File: config.mk
export PLATFORM = sky130hd
export DESIGN_NAME = mc_controller
export DESIGN_NICKNAME = d
export VERILOG_FILES = /design/src/rtl/mc_controller.sv
export SDC_FILE = /design/constraint.sdc
export NUM_CORES = 1
export LEC_CHECK = 0
export CORE_MARGIN = 5
export CORE_UTILIZATION = 33
export DETAILED_ROUTE_END_ITERATION = 12
export PLACE_DENSITY = 0.86
export SKIP_CTS_REPAIR_TIMING = 1
export SLEW_MARGIN = 20
export SYNTH_ARGS = -nofsm -noshare
export SYNTH_HDL_FRONTEND = slang
export SYNTH_SLANG_ARGS = --single-unit
File: constraint.sdc
create_clock -name clk -period 2.6 [get_ports clk]
set_clock_uncertainty 0.1 [all_clocks]
set_input_delay 0.52 -clock clk [delete_from_list [all_inputs] [get_ports clk]]
set_output_delay 0.52 -clock clk [all_outputs]
set_load 0.02 [all_outputs]
File: src/rtl/mc_controller.sv
// mc_controller: multicycle control FSM for a MIPS subset (FETCH/DECODE/EXEC/MEM/WB).
// Define INSTR_COUNT_EN to build the retired-instruction counter behind instr_cnt.
module mc_controller (
  input  logic        clk,
  input  logic        reset,
  input  logic [5:0]  opcode,
  input  logic [5:0]  funct,
  input  logic        zero,
  input  logic        mem_ready,
  output logic        IRWrite,
  output logic        PCWrite,
  output logic [2:0]  nPC_Sel,
  output logic        RegWrite,
  output logic [1:0]  RegDst,
  output logic [1:0]  RegSrc,
  output logic        ALUSrc,
  output logic        ExtOp,
  output logic [2:0]  ALUCtrl,
  output logic        MemRead,
  output logic        MemWrite,
  output logic [2:0]  state,
  output logic [31:0] instr_cnt
);
  localparam logic [2:0] S_FETCH = 3'd0, S_DECODE = 3'd1, S_EXEC = 3'd2,
                         S_MEM = 3'd3, S_WB = 3'd4;
  localparam logic [2:0] NPC_PC4 = 3'd0, NPC_BR = 3'd1, NPC_J = 3'd2, NPC_JR = 3'd3;
  localparam logic [2:0] ALU_ADD = 3'd0, ALU_SUB = 3'd1, ALU_OR = 3'd2, ALU_SHL16 = 3'd3;
  localparam logic [1:0] DST_RT = 2'd0, DST_RD = 2'd1, DST_RA = 2'd2;
  localparam logic [1:0] SRC_ALU = 2'd0, SRC_MEM = 2'd1, SRC_PC4 = 2'd2;

  logic [2:0] state_q, state_d;
  logic       ir_w, pc_w, rf_w, mrd, mwr;
  logic       ex_alusrc, ex_extop;
  logic [2:0] ex_aluctrl;

  logic is_r, i_add, i_sub, i_jr, i_ori, i_lui, i_lw, i_sw, i_beq, i_j, i_jal;
  logic i_jump, i_supp;
  assign is_r   = (opcode == 6'h00);
  assign i_add  = is_r && (funct == 6'h20);
  assign i_sub  = is_r && (funct == 6'h22);
  assign i_jr   = is_r && (funct == 6'h08);
  assign i_ori  = (opcode == 6'h0D);
  assign i_lui  = (opcode == 6'h0F);
  assign i_lw   = (opcode == 6'h23);
  assign i_sw   = (opcode == 6'h2B);
  assign i_beq  = (opcode == 6'h04);
  assign i_j    = (opcode == 6'h02);
  assign i_jal  = (opcode == 6'h03);
  assign i_jump = i_j | i_jr | i_jal;
  assign i_supp = i_jump | i_add | i_sub | i_ori | i_lui | i_lw | i_sw | i_beq;

  // ALU/immediate fields set up in EXEC and held through MEM and WB
  always_comb begin
    ex_alusrc  = 1'b0;
    ex_extop   = 1'b0;
    ex_aluctrl = ALU_ADD;
    if (i_sub) ex_aluctrl = ALU_SUB;
    if (i_ori) begin ex_aluctrl = ALU_OR; ex_alusrc = 1'b1; end
    if (i_lui) begin ex_aluctrl = ALU_SHL16; ex_alusrc = 1'b1; end
    if (i_lw | i_sw) begin ex_alusrc = 1'b1; ex_extop = 1'b1; end
    if (i_beq) begin ex_aluctrl = ALU_SUB; ex_extop = 1'b1; end
  end

  always_ff @(posedge clk) begin
    if (reset) state_q <= S_FETCH;
    else       state_q <= state_d;
  end

  always_comb begin
    state_d = S_FETCH;
    case (state_q)
      S_FETCH:  state_d = S_DECODE;
      S_DECODE: state_d = (i_jump | ~i_supp) ? S_FETCH : S_EXEC;
      S_EXEC:   state_d = i_beq ? S_FETCH : (i_lw | i_sw) ? S_MEM : S_WB;
      S_MEM:    state_d = !mem_ready ? S_MEM : i_sw ? S_FETCH : S_WB;
      S_WB:     state_d = S_FETCH;
      default:  state_d = S_FETCH;
    endcase
  end

  always_comb begin
    ir_w = 1'b0; pc_w = 1'b0; rf_w = 1'b0; mrd = 1'b0; mwr = 1'b0;
    nPC_Sel = NPC_PC4; RegDst = DST_RT; RegSrc = SRC_ALU;
    ALUSrc = 1'b0; ExtOp = 1'b0; ALUCtrl = ALU_ADD;
    case (state_q)
      S_FETCH: ir_w = 1'b1;
      S_DECODE: begin
        if (i_j) begin pc_w = 1'b1; nPC_Sel = NPC_J; end
        if (i_jr) begin pc_w = 1'b1; nPC_Sel = NPC_JR; end
        if (i_jal) begin
          pc_w = 1'b1; nPC_Sel = NPC_J; rf_w = 1'b1; RegDst = DST_RA; RegSrc = SRC_PC4;
        end
        if (!i_supp) pc_w = 1'b1;
      end
      S_EXEC: begin
        ALUSrc = ex_alusrc; ExtOp = ex_extop; ALUCtrl = ex_aluctrl;
        if (i_beq) begin pc_w = 1'b1; nPC_Sel = zero ? NPC_BR : NPC_PC4; end
      end
      S_MEM: begin
        ALUSrc = ex_alusrc; ExtOp = ex_extop; ALUCtrl = ex_aluctrl;
        mrd  = i_lw;
        mwr  = i_sw;
        pc_w = i_sw & mem_ready;
      end
      S_WB: begin
        ALUSrc = ex_alusrc; ExtOp = ex_extop; ALUCtrl = ex_aluctrl;
        rf_w = 1'b1; pc_w = 1'b1;
        RegDst = (i_add | i_sub) ? DST_RD : DST_RT;
        RegSrc = i_lw ? SRC_MEM : SRC_ALU;
      end
      default: ;
    endcase
  end

  // strobes are masked while reset is high so an abandoned instruction writes nothing
  assign IRWrite  = ir_w & ~reset;
  assign PCWrite  = pc_w & ~reset;
  assign RegWrite = rf_w & ~reset;
  assign MemRead  = mrd & ~reset;
  assign MemWrite = mwr & ~reset;
  assign state    = state_q;

`ifdef INSTR_COUNT_EN
  logic [31:0] cnt_q, cnt_d;
  assign cnt_d = cnt_q + 32'd1;
  always_ff @(posedge clk) begin
    if (reset)        cnt_q <= '0;
    else if (PCWrite) cnt_q <= cnt_d;
  end
  assign instr_cnt = cnt_q;
`else
  assign instr_cnt = '0;
`endif
endmodule

==> results_dict.tcl, run 1 <==
set metrics [dict create \
    synth.cell_area_sq_um 742 \
    cts_tree "done" \
    synthDominantCellAreaShare 0.354 \
    syn_inst 104 \
    synth_cell_types 34 \
    required_ns 1.98 \
    min-delay-start "state[2]" \
    drcViolationCount 0 \
    yosysSeqAreaShare 0.0809 \
    drt-initial-drc-count 7 \
    die_w_microns 57.4 \
    coreArea_sq_um 2170 \
    holdPathEnd "state[1]" \
    pre_cts_ws_ns -0.473 \
    dr.pass1.iters 3 \
    final_core_util 0.516 \
    globalRoute.totalOverflow 0 \
    drive_above_1_share 0.325 \
    hpwl_mm 1.78 \
    synthToLayoutAreaGrowth_pct 50.8 \
    reg2reg_depth 5 \
    path_max_fanout 3 \
    slew_viol_final 0 \
    clkSinkCount 3 \
    fmax_mhz 402 \
    reg2reg_from "state[1]" \
    grt_start_max_net_pins 14 \
    final_cells 185 \
    hp-class "reg -> reg" \
    root_buffer "clkbuf_4" \
    slowest_stage "clkdlybuf4s50_1" \
    insertion_delay_ns 0.23 \
    period_share 0.958 \
    stdcell_area_sq_um 1120 \
    critPathCaptureType "primary output" \
    diodes 0 \
    die_area_sq_um 3300 \
    layout_commonest_cell "conb_1" \
    largest_reg_flops 3 \
    yosysTopAreaCell "buf_4" \
    ios 68 \
    initial_core_util 0.342 \
    ctsLongestPathBuffers 2 \
    wl_per_cell_microns 11.4 \
    cp_data_arrival_time_ns 1.87 \
    fill_cells 242 \
    dp.cells 180 \
    path_clk_slew_ns 0.04 \
    p_leak_nw 0.583 \
    grtUsageTotal 0.118 \
    worstSetupStartpointType "input port" \
    grt_first_pass_wirelength_mm 3.21 \
    hold_depth 3 \
    grt_pass1_vias 768 \
    outcome "complete, no violations" \
    peakVddDrop_uv 258 \
    fin_ws_ns 0.110 \
    r2r-end "state[0]" \
    ys_seq_elements 3 \
    die_h_microns 57.4 \
    path_cells "clkdlybuf4s50_1 -> nor4_1 -> clkdlybuf4s50_1" \
    numCtsBuffers 3 \
    cap_violations 0 \
    place_congestion 0.851 \
    finalNetCount 174 \
    rrSetupSlack_ns 1.06 \
    antenna_found_initial 0 \
    num_rows 17 \
    ant_nets 0 \
    dpl_cell_area_sq_um 1100 \
    powerDensity_nw_per_um2 241 \
    synth_area_leaders "buf_4, dfxtp_1, nor2_1" \
    yosys_warnings 0 \
    period_needed_ns 2.49 \
    avgSynthCellArea_sq_um 7.13 \
    hold_viol_final 0 \
    totalWireLength_mm 2.10 \
    crit_path_max_incr_delay_ns 0.67 \
    worstSetupPathType "in -> out" \
    holdWs_ns 0.592 \
    vias 807 \
    cp_common_cell "clkdlybuf4s50_1" \
    via_per_inst 4.36 \
    rsz0062_at_grt "false" \
    mostFrequentLayoutCells "conb_1, buf_4, clkdlybuf4s50_1" \
    htreeDepth 1 \
    portBuffers 33 \
    setup_viol 0 \
]
[cell usage after synthesis, drive strengths merged]
cell and n:
buf 37, nor2 9, nand4 6, nor3 6, a21oi 5, nand2 5, nor2b 5, dfxtp 3
a31oi 2, and3 2, nand2b 2, nand3 2, nand4b 2, nor4 2, o21ai 2, or2 2
a32oi 1, a41oi 1, and2 1, and4 1, clkbuf 1, conb 1, inv 1, mux2i 1
nor3b 1, o21a 1, o31ai 1, or3b 1
[routing by layer]
| layer | wire, microns | GRT usage | vias to the layer above |
|---|---|---|---|
| li1 | - | - | 402 |
| met1 | 821 | 0.138 | 366 |
| met2 | 1080 | 0.211 | 37 |
| met3 | 198 | 0.0271 | 2 |
| met4 | 8 | 0.0298 | 0 |
| met5 | 0 | 0 | - |
[per-stage QoR]
stage	setup TNS (ns)	power, mW
floorplan	0	0.166
global placement	-5.54	0.185
detailed placement	-5.88	0.187
CTS	-5.97	0.269
global route	0	0.287
finish	0	0.270
[worst max path at each step]
stage	endpoint	from	depth (start not counted)	slack, ns
after floorplan	RegWrite	opcode[3]	5	0.20
after global placement	ALUCtrl[0]	opcode[5]	6	-0.47
after detailed placement	PCWrite	opcode[3]	6	-0.47
after CTS	ALUCtrl[0]	opcode[5]	6	-0.49
after global routing	IRWrite	reset	3	0.07
final	IRWrite	reset	3	0.11
[worst max-delay path, delay by kind of cell]
family	cells	cell delay, ns
buf+inv	2	1.12
simple gates	1	0.23
[power by group]
| part | switching [mW] | leakage [nW] | total [mW] | internal [mW] |
|---|---|---|---|---|
| Sequential | 0.000913 | 0.0245 | 0.0488 | 0.0479 |
| Combinational | 0.0868 | 0.543 | 0.140 | 0.0528 |
| Clock | 0.0242 | 0.0150 | 0.0817 | 0.0575 |
| Total | 0.112 | 0.583 | 0.270 | 0.158 |
[cell type report]
class | count | area [sq um] | share of cell area
inverter | 1 | 3.75 | 0.00336
timing repair buffer | 54 | 445 | 0.398
tap | 28 | 35.0 | 0.0313
clock buffer | 4 | 26.3 | 0.0235
sequential | 3 | 60.1 | 0.0537
multi-input combinational | 95 | 548 | 0.490
[kinds of logic after synthesis]
kind of cell           synth area share
AOI/OAI and AO/OA                 0.126
buffers and inverters             0.386
DFF                              0.0809
muxes                            0.0135
other                           0.00505
and+or+nand+nor                   0.388
Note: power is estimated with default switching activity, not from simulation.
==> inputs of run 2 (changes only) <==
==> constraint.sdc (replaced) <==
create_clock -name clk -period 2.6 [get_ports clk]
set_clock_uncertainty 0.1 [all_clocks]
set_input_delay 0.52 -clock clk [delete_from_list [all_inputs] [get_ports clk]]
set_output_delay 0.52 -clock clk [all_outputs]
set_load 0.01 [all_outputs]
==> results_dict.tcl, run 2 (synthesis gave the netlist of run 1 again) <==
set metrics [dict create \
    drt-initial-drc-count 12 \
    worstSetupPathType "in -> out" \
    period_share 0.969 \
    ios 68 \
    final_core_util 0.540 \
    rrSetupSlack_ns 1.15 \
    totalWireLength_mm 2.08 \
    stdcell_area_sq_um 1170 \
    critPathCaptureType "primary output" \
    globalRoute.totalOverflow 0 \
    reg2reg_from "state[1]" \
    wl_per_cell_microns 11.3 \
    root_buffer "clkbuf_4" \
    outcome "complete, no violations" \
    ant_nets 0 \
    initial_core_util 0.342 \
    hold_viol_final 0 \
    holdPathEnd "state[1]" \
    cap_violations 0 \
    peakVddDrop_uv 178 \
    place_congestion 0.842 \
    min-delay-start "state[2]" \
    grt_pass1_vias 784 \
    setup_viol 0 \
    slew_viol_final 0 \
    largest_reg_flops 3 \
    finalNetCount 173 \
    fmax_mhz 397 \
    hp-class "reg -> reg" \
    die_area_sq_um 3300 \
    die_h_microns 57.4 \
    via_per_inst 4.43 \
    synthToLayoutAreaGrowth_pct 58.0 \
    required_ns 1.98 \
    period_needed_ns 2.52 \
    htreeDepth 1 \
    hpwl_mm 1.79 \
    fill_cells 232 \
    worstSetupStartpointType "input port" \
    die_w_microns 57.4 \
    dr.pass1.iters 4 \
    numCtsBuffers 3 \
    powerDensity_nw_per_um2 206 \
    grt_first_pass_wirelength_mm 3.24 \
    p_leak_nw 0.723 \
    grtUsageTotal 0.118 \
    layout_commonest_cell "conb_1" \
    num_rows 17 \
    path_clk_slew_ns 0.03 \
    reg2reg_depth 5 \
    grt_start_max_net_pins 14 \
    dpl_cell_area_sq_um 1090 \
    vias 816 \
    portBuffers 33 \
    insertion_delay_ns 0.23 \
    dp.cells 179 \
    r2r-end "state[0]" \
    holdWs_ns 0.520 \
    mostFrequentLayoutCells "conb_1, buf_4, dlymetal6s2s_1" \
    drcViolationCount 0 \
    coreArea_sq_um 2170 \
    hold_depth 2 \
    path_max_fanout 6 \
    cp_data_arrival_time_ns 1.90 \
    cts_tree "done" \
    final_cells 184 \
    power_mw 0.242 \
    clkSinkCount 3 \
    diodes 0 \
    ctsLongestPathBuffers 2 \
    antenna_found_initial 0 \
    drive_above_1_share 0.244 \
]
==> run 2: final cells by class <==
cell class	instances	area (sq um)	share of cell area
Sequential cell	3	60.1	0.0512
Multi-Input combinational cell	95	537	0.458
Clock buffer	4	26.3	0.0224
Inverter	1	3.75	0.00320
Timing Repair Buffer	53	510	0.435
Tap cell	28	35.0	0.0299
==> run 2: per-layer routing <==
layer,wire length (microns),track usage
met5,0,0
met1,803,0.136
met2,1080,0.219
met4,0,0.0199
met3,195,0.0317
==> run 2: worst max-delay path: stages <==
cell             delay [ns]
dlymetal6s2s_1         0.15
buf_4                  0.16
buf_4                  0.13
nor2_2                 0.11
buf_4                  0.13
nand2_1                0.05
nor2_1                 0.10
clkdlybuf4s50_1        0.54
==> run 2: power by group <==
part           switching [mW]  internal, mW
sequential           0.000976        0.0479
clock                  0.0222        0.0574
combinational          0.0609        0.0522
==> run 2: worst max path at each step <==
stage | end | cells past startpoint | slack, ns | from
6_report | MemWrite | 8 | 0.08 | opcode[2]
2_1_floorplan | RegWrite | 5 | 0.41 | opcode[3]
3_3_place_gp | ALUCtrl[0] | 6 | -0.40 | opcode[5]
5_1_grt | MemWrite | 7 | -0.001 | opcode[0]
3_5_place_dp | RegWrite | 6 | -0.44 | opcode[3]
4_1_cts | ALUCtrl[0] | 6 | -0.45 | opcode[3]
==> run 2: per-stage QoR <==
stage,setup TNS [ns],setup slack (ns)
6_report,0,0.0808
5_1_grt,-0.00108,-0.00108
4_1_cts,-5.25,-0.451
3_5_place_dp,-5.16,-0.438
3_3_place_gp,-4.57,-0.402
2_1_floorplan,0,0.413
==> inputs of run 3 (changes only) <==
Settings changed: CTS_BUF_LIST from default to sky130_fd_sc_hd__clkbuf_16, SKIP_CTS_REPAIR_TIMING 1 to default.
==> results_dict.tcl, run 3 (synthesis gave the netlist of run 1 again) <==
set metrics [dict create \
    outcome "complete, no violations" \
    grt_start_max_net_pins 14 \
    drive_above_1_share 0.244 \
    initial_core_util 0.342 \
    htreeDepth 1 \
    largest_reg_flops 3 \
    cp_data_arrival_time_ns 1.90 \
    ant_nets 0 \
    hold_viol_final 0 \
    wl_per_cell_microns 11.6 \
    die_h_microns 57.4 \
    globalRoute.totalOverflow 0 \
    ios 68 \
    place_congestion 0.842 \
    slew_viol_final 0 \
    grt_pass1_vias 825 \
    via_per_inst 4.37 \
    grt_first_pass_wirelength_mm 3.45 \
    multi_input_area_sq_um 537 \
    final_core_util 0.540 \
    cts_tree "done" \
    insertion_delay_ns 0.22 \
    synthToLayoutAreaGrowth_pct 58.0 \
    path_max_fanout 3 \
    clkSinkCount 3 \
    drt-initial-drc-count 18 \
    rsz0062_at_grt "false" \
    ctsLongestPathBuffers 2 \
    hp-class "reg -> reg" \
    layout_commonest_cell "conb_1" \
    totalWireLength_mm 2.13 \
    dr.pass1.iters 4 \
    period_share 0.971 \
    tns_ns 0 \
    coreArea_sq_um 2170 \
    path_clk_slew_ns 0.03 \
    peakVddDrop_uv 357 \
    grtUsageTotal 0.128 \
    portBuffers 33 \
    finalNetCount 173 \
    setup_viol 0 \
    num_rows 17 \
    diodes 0 \
    fmax_mhz 396 \
    drcViolationCount 0 \
    holdWs_ns 0.518 \
    numCtsBuffers 3 \
    p_leak_nw 0.585 \
    required_ns 1.98 \
    worstSetupStartpointType "input port" \
    die_w_microns 57.4 \
    powerDensity_nw_per_um2 339 \
    die_area_sq_um 3300 \
    antenna_found_initial 0 \
    fill_cells 229 \
    hpwl_mm 1.79 \
    mostFrequentLayoutCells "conb_1, buf_4, dlygate4sd2_1" \
    vias 804 \
    worstSetupPathType "in -> out" \
    root_buffer "clkbuf_16" \
    critPathCaptureType "primary output" \
    cap_violations 0 \
    regArea_sq_um 60.1 \
    period_needed_ns 2.52 \
]
[run 3: cell types whose count changed in the layout (fill, tap and decap cells not counted), moves of 2 or more]
cell,previous run,this run
nor2_2,3,0
clkdlybuf4s15_2,0,2
clkbuf_4,3,0
dlygate4sd2_1,0,14
clkbuf_16,0,3
nor2_1,6,9
dlymetal6s2s_1,16,1
clkdlybuf4s50_1,15,13
[run 3: area by class of cell]
cell class,instances,share of cell area
inverter,1,0.00320
clock buffer,3,0.0640
clock inverter,1,0.00320
sequential,3,0.0512
tap,28,0.0299
timing repair buffer,53,0.391
multi-input combinational,95,0.458
[run 3: final timing paths]
path            start       end  slack, ns  cells past startpoint
min          state[2]  state[1]       0.52                      2
min reg2reg  state[2]  state[1]       0.52                      2
max             reset   IRWrite       0.08                      3
max reg2reg  state[1]  state[0]       1.04                      5
[run 3: stage by stage]
| stage | instance area [sq um] | power (mW) | setup WS (ns) | std cells |
|---|---|---|---|---|
| after floorplan | 866 | 0.141 | 0.413 | 137 |
| after global placement | 1090 | 0.159 | -0.402 | 179 |
| after detailed placement | 1090 | 0.160 | -0.438 | 179 |
| after CTS | 1170 | 0.399 | 0.00171 | 184 |
| after global routing | 1170 | 0.419 | 0.00712 | 184 |
| final | 1170 | 0.398 | 0.0751 | 184 |
[run 3: worst max-delay path, cell delays in order]
cell and delay [ns]:
clkdlybuf4s50_1 0.45, nor4_1 0.32, clkdlybuf4s50_1 0.61
[run 3: power breakdown]
group	internal [mW]	switching (mW)	leakage [nW]	total (mW)
Sequential	0.0480	0.00115	0.0245	0.0492
Combinational	0.0489	0.0612	0.518	0.110
Clock	0.198	0.0404	0.0423	0.239
[run 3: timing repair]
item                       4_1_cts  5_1_grt
buffers inserted                 1        0
pin swaps                        1        3
hold buffers                     0        0
setup endpoints to repair       14        9
gates resized for setup         29        6
[run 3: metal layers]
metal  vias up  part of all wire  track usage
met1       367              0.38        0.139
met4         0                 0       0.0298
li1        398                 -            -
met3         0             0.096       0.0407
met2        39              0.53        0.239
met5         -                 0            0
